<file path="src/rtl/sig_debounce.sv">
// Synchronise a bouncy asynchronous input and accept a level change only after it
// holds for STABLE_CYCLES cycles. Define SIG_DEBOUNCE_GLITCH_CNT_EN to add glitchCnt.
module sig_debounce #(
    parameter int SYNC_STAGES   = 2,
    parameter int STABLE_CYCLES = 8
) (
    input  logic       clk,
    input  logic       rst_n,
    input  logic       rawIn,
    output logic       dataOut,
`ifdef SIG_DEBOUNCE_GLITCH_CNT_EN
    output logic [7:0] glitchCnt,
`endif
    output logic       busy
);

    localparam int CNT_W = $clog2(STABLE_CYCLES + 1);
    localparam logic [CNT_W-1:0] CNT_LAST = CNT_W'(STABLE_CYCLES - 1);

    typedef enum logic [1:0] {
        STABLE_LO = 2'd0,
        CHECK_HI  = 2'd1,
        STABLE_HI = 2'd2,
        CHECK_LO  = 2'd3
    } state_t;

    logic [SYNC_STAGES-1:0] r_sync;
    logic                   w_sync_in;
    state_t                 r_state;
    logic [CNT_W-1:0]       r_cnt;
    logic                   r_data_out;
    logic                   r_busy;
`ifdef SIG_DEBOUNCE_GLITCH_CNT_EN
    logic [7:0]             r_glitch_cnt;
`endif

    // NOTE: every flop here, synchroniser included, takes the async reset so the
    // post-reset view of rawIn is a known 0 and a high input is seen as a fresh edge.
    always_ff @(posedge clk or negedge rst_n) begin
        if (!rst_n) begin
            r_sync <= '0;
        end else begin
            r_sync <= {r_sync[SYNC_STAGES-2:0], rawIn};
        end
    end

    assign w_sync_in = r_sync[SYNC_STAGES-1];

    // NOTE: all state uses non-blocking assignments so every register sees the
    // pre-edge values of the others, whatever order the statements are written in.
    always_ff @(posedge clk or negedge rst_n) begin
        if (!rst_n) begin
            r_state      <= STABLE_LO;
            r_cnt        <= '0;
            r_data_out   <= 1'b0;
            r_busy       <= 1'b0;
`ifdef SIG_DEBOUNCE_GLITCH_CNT_EN
            r_glitch_cnt <= 8'd0;
`endif
        end else begin
            case (r_state)
                STABLE_LO: begin
                    if (w_sync_in) begin
                        if (STABLE_CYCLES == 1) begin
                            r_state    <= STABLE_HI;
                            r_data_out <= 1'b1;
                        end else begin
                            r_state <= CHECK_HI;
                            r_cnt   <= CNT_W'(1);
                            r_busy  <= 1'b1;
                        end
                    end
                end

                CHECK_HI: begin
                    if (!w_sync_in) begin
                        r_state <= STABLE_LO;
                        r_cnt   <= '0;
                        r_busy  <= 1'b0;
`ifdef SIG_DEBOUNCE_GLITCH_CNT_EN
                        if (r_glitch_cnt != 8'hFF) r_glitch_cnt <= r_glitch_cnt + 8'd1;
`endif
                    end else if (r_cnt == CNT_LAST) begin
                        r_state    <= STABLE_HI;
                        r_cnt      <= '0;
                        r_busy     <= 1'b0;
                        r_data_out <= 1'b1;
                    end else begin
                        r_cnt <= r_cnt + 1'b1;
                    end
                end

                STABLE_HI: begin
                    if (!w_sync_in) begin
                        if (STABLE_CYCLES == 1) begin
                            r_state    <= STABLE_LO;
                            r_data_out <= 1'b0;
                        end else begin
                            r_state <= CHECK_LO;
                            r_cnt   <= CNT_W'(1);
                            r_busy  <= 1'b1;
                        end
                    end
                end

                CHECK_LO: begin
                    if (w_sync_in) begin
                        r_state <= STABLE_HI;
                        r_cnt   <= '0;
                        r_busy  <= 1'b0;
`ifdef SIG_DEBOUNCE_GLITCH_CNT_EN
                        if (r_glitch_cnt != 8'hFF) r_glitch_cnt <= r_glitch_cnt + 8'd1;
`endif
                    end else if (r_cnt == CNT_LAST) begin
                        r_state    <= STABLE_LO;
                        r_cnt      <= '0;
                        r_busy     <= 1'b0;
                        r_data_out <= 1'b0;
                    end else begin
                        r_cnt <= r_cnt + 1'b1;
                    end
                end

                default: begin
                    r_state    <= STABLE_LO;
                    r_cnt      <= '0;
                    r_busy     <= 1'b0;
                    r_data_out <= 1'b0;
                end
            endcase
        end
    end

    assign dataOut = r_data_out;
    assign busy    = r_busy;
`ifdef SIG_DEBOUNCE_GLITCH_CNT_EN
    assign glitchCnt = r_glitch_cnt;
`endif

endmodule
</file>
<file path="config.mk">
export PLATFORM = sky130hd
export DESIGN_NAME = sig_debounce
export DESIGN_NICKNAME = d
export VERILOG_FILES = /design/src/rtl/sig_debounce.sv
export SDC_FILE = /design/constraint.sdc
export NUM_CORES = 1
export LEC_CHECK = 0
export CAP_MARGIN = 20
export CORE_AREA = 4 4 41 43
export CTS_CLUSTER_DIAMETER = 100
export DETAILED_ROUTE_END_ITERATION = 8
export DIE_AREA = 0 0 45 47
export SYNTH_ARGS = -nofsm -noshare
export SYNTH_HDL_FRONTEND = slang
export SYNTH_SLANG_ARGS = --single-unit
</file>
<file path="constraint.sdc">
create_clock -name clk -period 1.6 [get_ports clk]
set_input_delay 0.32 -clock clk [delete_from_list [all_inputs] [get_ports clk]]
set_output_delay 0.32 -clock clk [all_outputs]
set_load 0.02 [all_outputs]
</file>
After elaboration in Yosys (flattened, before gate mapping)
Index checks and enable logic that the tools add are counted.
{"block": "classes", "addsub": 1, "eq_ne": 12, "mux": 24, "reduce_logical": 5}
{"op": "two-way mux 4 bit", "n": 5}
{"op": "one-hot mux 4 bit (4 select lines)", "n": 1}
{"op": "two-way mux 2 bit", "n": 6}
{"op": "!= test 2 bit, second input constant", "n": 6}
{"op": "two-way mux 1 bit", "n": 9}
{"op": "one-hot mux 2 bit (4 select lines)", "n": 1}
{"op": "!= test 3 bit, second input constant", "n": 2}
{"op": "AND reduction 5 bit", "n": 1}
{"op": "adder 4 x 1 -> 4 bit, second input constant", "n": 1}
{"op": "== test 2 bit, second input constant", "n": 2}
{"op": "== test 4 x 3 -> 1 bit, second input constant", "n": 1}
{"op": "one-hot mux 1 bit (4 select lines)", "n": 1}
{"op": "AND reduction 4 bit", "n": 1}
{"op": "== test 2 x 1 -> 1 bit, second input constant", "n": 1}
{"op": "logical NOT 2 bit", "n": 1}
{"op": "one-hot mux 1 bit (2 select lines)", "n": 1}
{"op": "AND reduction 2 bit", "n": 1}
{"op": "nonzero test 2 bit", "n": 1}
{"block": "word_totals", "regBits": 10, "input_bits": 3, "out_inout_bits": 2}

Longest topological paths before layout
{"block": "logic_depth", "word_depth": 4, "depth_mapped": 4, "ltp_nobuf": 4}

Worst setup path before layout
No wires, ideal clock.
{"block": "synth_timing", "kind": "flip-flop to flip-flop", "from": "register r_cnt[0]", "to": "register r_data_out (netlist: dataOut)", "setup_time_ns": 0.129, "arrival_ns": 1.074, "slack_ns": 0.397, "stages_incl_launch_ff": 5, "n_path_buf": 0, "cell_sequence": "dfrtp_1 ha_1 and4b_2 a21oi_1 a21oi_1"}
{"block": "synth_via", "elab_chain_cells": 3, "elab_cells_between_ends": 4, "cone_classes": "eq/ne (3); reduce/logical (1)"}
{"element": "from (decl)", "line_no": "30", "source": "logic [CNT_W-1:0] r_cnt;"}
{"element": "from (signal assigned)", "line_no": "89", "source": "r_cnt <= r_cnt + 1'b1;"}
{"element": "from (signal assigned)", "line_no": "120", "source": "r_cnt <= r_cnt + 1'b1;"}
{"element": "== test 4 x 3 -> 1 bit (*)", "line_no": "83, 114"}
{"element": "!= test 2 bit (no line)"}
{"element": "AND reduction 5 bit (no line) (*)"}
{"element": "to (signal assigned)", "line_no": "87", "source": "r_data_out <= 1'b1;"}
{"element": "to (signal assigned)", "line_no": "97", "source": "r_data_out <= 1'b0;"}
{"element": "to (signal assigned)", "line_no": "118", "source": "r_data_out <= 1'b0;"}
{"element": "to (decl)", "line_no": "31", "source": "logic r_data_out;"}
Every way passes the cells marked *; elsewhere a longest branch is shown, timed or not.
A chain may end at the register's enable or synchronous reset.

Worst setup path after layout
Ends and elaborated chain as after synthesis.

==> flow_summary.json <==
{
  "power.ir.vdd_worst_uv": 791,
  "fp.coreArea_mm2": 0.00130,
  "fillerInstances": 139,
  "num_clock_sinks": 10,
  "synth_top_cells_by_count": "sky130_fd_sc_hd__dfrtp_1, sky130_fd_sc_hd__nand2_1, sky130_fd_sc_hd__nand3_1, sky130_fd_sc_hd__nor2_1, sky130_fd_sc_hd__o21ai_0",
  "async_flop_share_pct": 100,
  "p_leak_nw": 0.264,
  "hold_path_startpoint": "r_sync[0]",
  "first_pass_grt_wire_length_um": 1290,
  "synth_ff_type": "sky130_fd_sc_hd__dfrtp_1",
  "status": "finished, final reports clean",
  "timing.final.crit_share_pct": 82.3,
  "fin_setup_tns_ns": 0,
  "vias": 317,
  "maxCapViolCount": 0,
  "initial_core_util_pct": 34.7,
  "timing_hold_violations_final": 0,
  "max_slew.worst_pin.slew_ns": 0.459,
  "synth.avg_cell_area_um2": 11.3,
  "critical_path.startpoint_type": "flip-flop",
  "layout.nets": 52,
  "clk_pin_slew_worst_paths_ns": 0.07,
  "final_util_pct": 41.8,
  "synthDominantCellAreaShare_pct": 55.4,
  "dieWidth_um": 45,
  "layout_min_cycle_time_ns": 1.32,
  "grt_pass1_vias": 302,
  "final_cells": 62,
  "drt_drc_violations_left": 0,
  "netlist_top_cells_area": "sky130_fd_sc_hd__dfrtp_1, sky130_fd_sc_hd__nand2_1, sky130_fd_sc_hd__xor2_2",
  "maxSlewHeadroom_pct": 69.3,
  "clock.fmax_ghz": 0.760,
  "cp_data_arrival_time_ns": 1.46,
  "final_layout_size_suffix_gt1_share_pct": 19.1,
  "port_buffers": 4,
  "finalClockSkew_ns": 0.00602,
  "die_height_um": 47,
  "cpPeakStageDelay_ns": 0.42,
  "clock_buffer_depth": 2,
  "grt_use_total_pct": 9.05,
  "timing.critical_path.cells": "ha_1, and4b_2, a21oi_1, a21oi_1",
  "cts_root_buffer": "sky130_fd_sc_hd__clkbuf_4",
  "syn2layout_area_growth_pct": 20.5,
  "slew_violations": 0,
  "setup-violations-final": 0,
  "yosys.area.top_type": "sky130_fd_sc_hd__dfrtp_1",
  "finalWeightedCongestion": 0.681,
  "ant_nets": 0,
  "setup_repair_after_global_routing_missed_its_margin": "false",
  "drt_iter0_markers": 6,
  "regToRegStartpoint": "r_cnt[0]",
  "antennaDiodeCount": 0,
  "cp_slowest_cell": "sky130_fd_sc_hd__dfrtp_1",
  "die_area_mm2": 0.00212,
  "synth-seq-area-share_pct": 55.4,
  "path_class": "reg -> reg",
  "htree_depth": 1,
  "netlist-cell-type-count": 18,
  "synth-edff-count": 0,
  "worst_skew_pair.late_latency_ns": 0.26,
  "post-dp-hpwl_um": 541,
  "path_max_fanout": 4,
  "placedCellCount": 58,
  "yosys_register_bits": 10,
  "rows": 13,
  "critical_path.n_buffers_inverters": 0,
  "dr.pass1.iters": 4,
  "gr-total-overflow": 0,
  "hold_path_class": "reg -> reg",
  "data_required_time_at_the_worst_endpoint_ns": 1.74,
  "cts.hold.buffers_added": 0,
  "tritoncts_clock_tree": "done",
  "synth.net_count": 44,
  "cell_class_contributing_the_biggest_share_of_worst_path_delay": "flip-flops",
  "synth_most_common_cell": "sky130_fd_sc_hd__dfrtp_1",
  "worst_setup_path_end_kind": "flip-flop",
  "grt_antenna_before_repair": 0,
  "mappedNetlistArea_um2": 452,
  "synth.yosys.warnings": 0,
  "timing.critical_path.from": "r_cnt[0]",
  "post_synth_inst_count": 40,
  "power_per_cell_area_mw_per_mm2": 1560,
  "maximum_number_of_pins_on_one_net_before_global_route_repair": 11,
  "hold_slack_ns": 0.354,
  "finalWirelength_um": 741,
  "routed_vias_inst": 5.11,
  "cts_setup_buffers": 0,
  "cts-buffers-inserted": 3,
  "design.portCount": 5,
  "drt-wirelength-per-cell_um": 12.0,
  "worst_path_most_repeated_cell": "sky130_fd_sc_hd__a21oi_1"
}
==> logic make-up (layout without fill, tap and decap cells) <==
kind of cell	after synthesis	in the layout	share of synthesized area (%)
compound gates	8	8	13.0
xor+xnor	3	3	7.48
fa+ha+maj	1	1	2.77
buf+inv	1	8	1.66
flops	10	10	55.4
mux	1	1	2.22
simple gates	16	16	17.5
==> through the flow <==
step | worst slack [ns] | power (W) | area [µm²]
after floorplan | 0.397 | 0.000566 | 452
after global placement | 0.308 | 0.000635 | 503
after detailed placement | 0.300 | 0.000643 | 503
after CTS | 0.0118 | 0.000872 | 539
after global routing | 0.161 | 0.000917 | 544
final | 0.284 | 0.000850 | 544
==> layout by cell type (no fill, tap or decap) <==
cell,count
sky130_fd_sc_hd__nand4b_1,1
sky130_fd_sc_hd__dlymetal6s2s_1,2
sky130_fd_sc_hd__nor2_2,1
sky130_fd_sc_hd__o21ai_0,3
sky130_fd_sc_hd__xor2_2,1
sky130_fd_sc_hd__clkbuf_8,1
sky130_fd_sc_hd__ha_1,1
sky130_fd_sc_hd__a21oi_1,2
sky130_fd_sc_hd__xor2_1,1
sky130_fd_sc_hd__o2bb2ai_2,1
sky130_fd_sc_hd__xnor2_1,1
sky130_fd_sc_hd__clkdlybuf4s50_1,2
sky130_fd_sc_hd__dfrtp_1,10
sky130_fd_sc_hd__a211oi_2,1
sky130_fd_sc_hd__nand3_1,3
sky130_fd_sc_hd__and4b_2,1
sky130_fd_sc_hd__nor2_1,3
sky130_fd_sc_hd__clkbuf_4,3
sky130_fd_sc_hd__nand2_1,7
sky130_fd_sc_hd__o22ai_1,1
sky130_fd_sc_hd__mux2i_1,1
==> metal layers <==
| layer | share of wire (%) | global-route usage, % | up-vias |
|---|---|---|---|
| met5 | 0 | 0 | - |
| met2 | 44 | 13.6 | 9 |
| li1 | - | - | 156 |
| met3 | 8.8 | 6.13 | 0 |
| met4 | 0 | 3.51 | 0 |
| met1 | 47 | 10.2 | 152 |
==> worst register-to-register path, cell delays in order (launching register included) <==
cell and delay (ns):
sky130_fd_sc_hd__dfrtp_1 0.42, sky130_fd_sc_hd__ha_1 0.27, sky130_fd_sc_hd__and4b_2 0.29, sky130_fd_sc_hd__a21oi_1 0.16
sky130_fd_sc_hd__a21oi_1 0.06
==> path summary, 6_finish.rpt <==
kind,to,slack [ns],cells after the start
max,dataOut,0.28,4
min,r_sync[1],0.35,0
max reg2reg,dataOut,0.28,4
min reg2reg,r_sync[1],0.35,0
max in group asynchronous,r_sync[1],0.91,1
min in group asynchronous,r_cnt[0],0.37,1
==> area by class of cell <==
| class | instances | area [µm²] | area share (%) |
|---|---|---|---|
| clock buffer | 4 | 36.3 | 6.67 |
| tap | 15 | 18.8 | 3.45 |
| sequential | 10 | 250 | 46.0 |
| multi-input combinational | 29 | 194 | 35.6 |
| timing repair buffer | 4 | 45.0 | 8.28 |
==> flip-flops by register name, summed over array words and instances (netlist names), named ones only <==
register	count
r_sync	2
r_cnt	4
dataOut	1
busy	1
r_state	1
==> report_power, final <==
group          switching, W  leakage (nW)  internal (W)  total (W)
registers         0.0000825         0.126      0.000318   0.000400
logic              0.000116         0.117      0.000112   0.000227
clock network     0.0000845        0.0210      0.000138   0.000223
total              0.000283         0.264      0.000567   0.000850
==> what timing repair did <==
item | 4_1_cts | 5_1_grt
hold endpoints to repair | 0 | 0
resized for setup | 0 | 2
endpoints found under the setup margin | 0 | 2
(Power assumes the default switching activity.)
